## src/rtl/encode_32_5_seq.sv

```systemverilog
// encode_32_5_seq: sequential 32-to-5 priority encoder for the FP normalise path.
// A 32-bit word is accepted over valid/ready, then scanned MSB-first one 8-bit
// group per cycle. The result is the index of the most-significant set bit plus
// an all-zero flag, presented over a second valid/ready handshake.
//
// Build option: define ENCODE_EARLY_EXIT_EN to leave the scan on the first
// non-zero group (latency 1..4 scan cycles). Undefined, the scan always visits
// all four groups (fixed latency of 4 scan cycles). Results are identical.
module encode_32_5_seq #(
    parameter int DATA_WIDTH  = 32,
    parameter int OUT_WIDTH   = 5,
    parameter int GROUP_WIDTH = 8
) (
    input  logic                  clk,
    input  logic                  rst_n,
    input  logic                  in_valid,
    output logic                  in_ready,
    input  logic [DATA_WIDTH-1:0] in_data,
    output logic                  out_valid,
    input  logic                  out_ready,
    output logic [OUT_WIDTH-1:0]  out_index,
    output logic                  out_zero
);

    localparam int NUM_GROUPS = DATA_WIDTH / GROUP_WIDTH;
    localparam int GRP_BITS   = $clog2(NUM_GROUPS);
    localparam int POS_BITS   = $clog2(GROUP_WIDTH);

    typedef enum logic [1:0] {
        IDLE = 2'd0,
        SCAN = 2'd1,
        DONE = 2'd2
    } state_t;

    state_t                 state;
    logic [DATA_WIDTH-1:0]  data;
    logic [GRP_BITS-1:0]    grp;
    logic                   found;

    logic [GROUP_WIDTH-1:0] group_bits;
    logic                   group_hit;
    logic [POS_BITS-1:0]    group_pos;

    // Position of the highest set bit inside one group; 0 when the group is empty.
    function automatic logic [POS_BITS-1:0] highest_bit(input logic [GROUP_WIDTH-1:0] g);
        logic [POS_BITS-1:0] pos;
        pos = '0;
        for (int i = 0; i < GROUP_WIDTH; i++) begin
            if (g[i]) pos = POS_BITS'(i);
        end
        return pos;
    endfunction

    // Handshake ready: only while idle and out of reset.
    assign in_ready = (state == IDLE) && rst_n;

    // Select the group currently under examination.
    always_comb begin
        // NOTE: default first so every path assigns group_bits and no latch is inferred.
        group_bits = '0;
        case (grp)
            2'd3:    group_bits = data[31:24];
            2'd2:    group_bits = data[23:16];
            2'd1:    group_bits = data[15:8];
            default: group_bits = data[7:0];
        endcase
    end

    assign group_hit = |group_bits;
    assign group_pos = highest_bit(group_bits);

    // Control FSM with registered data path and outputs.
    always_ff @(posedge clk) begin
        if (!rst_n) begin
            // NOTE: the word register is reset along with the control state so an
            // aborted scan leaves nothing behind and idle contents are deterministic.
            state     <= IDLE;
            data      <= '0;
            grp       <= '0;
            found     <= 1'b0;
            out_valid <= 1'b0;
            out_index <= '0;
            out_zero  <= 1'b0;
        end else begin
            // NOTE: non-blocking assignments throughout, so every read sees the
            // value from before this edge regardless of statement order.
            case (state)
                IDLE: begin
                    if (in_valid) begin
                        data     <= in_data;
                        grp      <= GRP_BITS'(NUM_GROUPS - 1);
                        found    <= 1'b0;
                        out_zero <= 1'b0;
                        state    <= SCAN;
                    end
                end

                SCAN: begin
                    // First hit wins; later groups never overwrite it.
                    if (group_hit && !found) begin
                        out_index <= {grp, group_pos};
                        out_zero  <= 1'b0;
                        found     <= 1'b1;
                    end
`ifdef ENCODE_EARLY_EXIT_EN
                    if (group_hit) begin
                        state     <= DONE;
                        out_valid <= 1'b1;
                    end else if (grp == '0) begin
`else
                    if (grp == '0) begin
`endif
                        state     <= DONE;
                        out_valid <= 1'b1;
                        if (!found && !group_hit) begin
                            out_zero  <= 1'b1;
                            out_index <= '0;
                        end
                    end else begin
                        grp <= grp - 1'b1;
                    end
                end

                DONE: begin
                    if (out_ready) begin
                        out_valid <= 1'b0;
                        state     <= IDLE;
                    end
                end

                default: begin
                    state     <= IDLE;
                    out_valid <= 1'b0;
                end
            endcase
        end
    end

endmodule
```

## config.mk

```make
export PLATFORM = sky130hd
export DESIGN_NAME = encode_32_5_seq
export DESIGN_NICKNAME = d
export VERILOG_FILES = /design/src/rtl/encode_32_5_seq.sv
export SDC_FILE = /design/constraint.sdc
export NUM_CORES = 1
export LEC_CHECK = 0
export BUFFER_PORTS_ARGS = -buffer_cell sky130_fd_sc_hd__buf_2
export CORE_UTILIZATION = 54
export CTS_CLUSTER_DIAMETER = 50
export DETAILED_ROUTE_END_ITERATION = 8
export PLACE_DENSITY = 0.88
export SYNTH_ARGS = -nofsm -noshare
export SYNTH_HDL_FRONTEND = slang
export SYNTH_SLANG_ARGS = --single-unit
export TNS_END_PERCENT = 30
```

## constraint.sdc

```tcl
create_clock -name clk -period 2.6 [get_ports clk]
set_input_delay 0.13 -clock clk [delete_from_list [all_inputs] [get_ports clk]]
set_output_delay 0.13 -clock clk [all_outputs]
set_load 0.02 [all_outputs]
```

==> metrics <==
Port Buf Inserts=43; Netlist cell types=35; largest net degree at the start of global routing=35; Startpoint Class=flip-flop; number of flops mapped to enable cells by yosys=0; Max-Cap Viols=0; slew margin rel.=0.606; Synth top area share=0.423; Num CTS Buffers=5; drt pass-1 iters=5; vias=approximately 1800; Synth async-reset ratio=0; top_reg_cell synth=dfxtp_1; post-DP HPWL=roughly 3200 um; Syn Std Cell Area=about 0.0021 mm^2; CTS tree=built; worst min-delay path category=input port to flip-flop; area of the core=between 0.003 and 0.004 mm^2; Crit path required time=between 2 and 3 ns; Pleak=slightly below 1 nW; top-count cell post-synth=nand2_1; peak supply drop=roughly 0.00033 V; first-pass GRT wire length=around 7500 um; Max Clock Freq=about 0.43 GHz; Crit path max-delay family=compound AO/OA/AOI/OAI gates; fraction of layout cells with a size suffix above 1=0.210; setup TNS=0 ns; Clk Latency, worst-skew pair=between 0.2 and 0.3 ns; Wirelength per Cell=13.0 um; Avg Inst Size Synth=around 8.2 um^2; Critical Path AT=~2.5 ns; actual slew at the worst max-slew pin=~0.59 ns; initial detailed-routing violation count=151; htree depth=2; Final Hold Fails=0; Yosys warnings=0; most instantiated cells after synthesis=nand2_1 (76), dfxtp_1 (44), a21boi_0 (32); Synth Net Count=just under 300; crit path buf inv count=1; Clock Pin Slew Worst Setup and Hold Paths=approximately 0.08 ns; Post CTS Setup Buffer Count=0; I/O Pins=between 40 and 50; Final Skew=about 0.007 ns; ant diodes=0; Seq/Total Area, Yosys=0.423; Post-CTS Resized=0; gp weighted congestion=roughly 0.84; count of final max-slew check failures=0; final wirelength=between 4000 and 5000 um; status=finished clean; critical path's largest stage delay=0.44 ns; Critical-path top delay cell=dfxtp_1; CP cell instances=inv_1 -> ha_1 -> a222oi_1 -> mux2i_1 -> nor4_4 -> a21oi_1 -> o21a_1; Row Count=22; root buffer cell=clkbuf_8; nature of the critical path endpoint=flip-flop; placed cells=between 300 and 400; final worst slack=about 0.26 ns; Overflow after GRT=0; CTS max path bufs=2; non-filler instance count after layout=~340; fillers=340; Starting Density=0.564; Die Span X=64.1 um; Sink Count=44; crit path time final=2.34 ns; Synth area leaders=dfxtp_1 (42%), nand2_1 (14%), a21boi_0 (12%), a21oi_1 (2.9%), clkbuf_1 (2.5%); initial antenna violation count=0; Post-Synthesis Cells=roughly 250; RSZ-0062 raised after global routing=no; gr usage total=0.234; antenna-violating nets left=0; Tcrit/Tclk final=0.899; vias in the first global route=approximately 1700; classification of the worst setup path=flip-flop to flip-flop; die footprint=a little over 0.004 mm^2; Cell Pwr Density=approximately 670 mW/mm^2; vias per inst=around 5.5; post-layout net count=329; DRC violations left=0; setup violators final=0; Area Growth Syn to Fin=15.0%; Place WS=roughly 0.33 ns; cts hold-fix bufs=0; Critical Path Fanout Max=8; Synth Register Bits=44; Fin Hold WS=0.0769 ns; die height=approximately 64 um; biggest area consumer among synthesized cells=dfxtp_1
layout by cell type (no fill, tap or decap), types with 4 or more instances in the layout:
cell type,instances
a21boi_0,32
buf_2,43
nand3_1,4
a21oi_1,12
inv_1,5
o21ai_0,5
nor2_1,5
clkbuf_8,6
a222oi_1,4
a2bb2oi_1,4
nor2b_1,4
ha_1,4
a22oi_1,4
and2_1,4
nand2_1,76
dfxtp_1,44
nand2b_1,4
where the power goes:
| group | leakage [nW] | internal [mW] | total [mW] | switching, mW |
|---|---|---|---|---|
| clock network | 0.0445 | 0.216 | 0.437 | 0.221 |
| logic | 0.570 | 0.156 | 0.387 | 0.231 |
| registers | 0.361 | 0.731 | 0.774 | 0.0435 |
registers in the layout (all words and copies together), names as in the netlist:
register / count
data: 32
out_index: 5
out_zero: 1
grp: 2
found: 1
out_valid: 1
state: 2
layer usage:
| layer | track usage | vias up | wire, um |
|---|---|---|---|
| met2 | 0.390 | 55 | 2060 |
| li1 | - | 936 | - |
| met3 | 0.0393 | 5 | 244 |
| met4 | 0.0806 | 0 | 48 |
| met1 | 0.306 | 849 | 2050 |
| met5 | 0 | - | 0 |
metrics by stage:
| stage | cell area, um^2 | util | total power [mW] |
|---|---|---|---|
| finish | 2390 | 0.649 | 1.60 |
| detailed placement | 2300 | 0.624 | 1.17 |
| global route | 2390 | 0.649 | 1.68 |
| global placement | 2300 | 0.624 | 1.16 |
| floorplan | 2080 | - | 1.07 |
| CTS | 2390 | 0.649 | 1.60 |
kinds of logic after synthesis:
kind of cell,synth area share
and+or+nand+nor,0.223
adders and majority gates,0.0240
muxes,0.0204
AOI/OAI and AO/OA,0.261
buffers and inverters,0.0481
DFF,0.423
layout make-up:
type | count | area, um^2 | share of cell area
clock buffer | 7 | 86.3 | 0.0361
inverter | 5 | 18.8 | 0.00784
multi-input combinational | 187 | 1100 | 0.461
sequential | 44 | 881 | 0.368
tap | 48 | 60.1 | 0.0251
timing repair buffer | 46 | 238 | 0.0993
clock inverter | 1 | 7.51 | 0.00313
tightest hold or removal path: stages:
cell and delay (ns):
buf_2 0.10, nand2_1 0.04, a21boi_0 0.06
worst paths after layout:
check / cells past startpoint / endpoint / slack [ns] / from
max: 7 / found$_SDFFE_PN0P_ / 0.26 / grp[0]$_SDFFE_PN0P_
min reg2reg: 2 / data[4]$_SDFFE_PN0P_ / 0.46 / data[4]$_SDFFE_PN0P_
max reg2reg: 7 / found$_SDFFE_PN0P_ / 0.26 / grp[0]$_SDFFE_PN0P_
min: 3 / data[25]$_SDFFE_PN0P_ / 0.08 / in_data[25]
No activity file was read; power rests on OpenSTA's default activity.
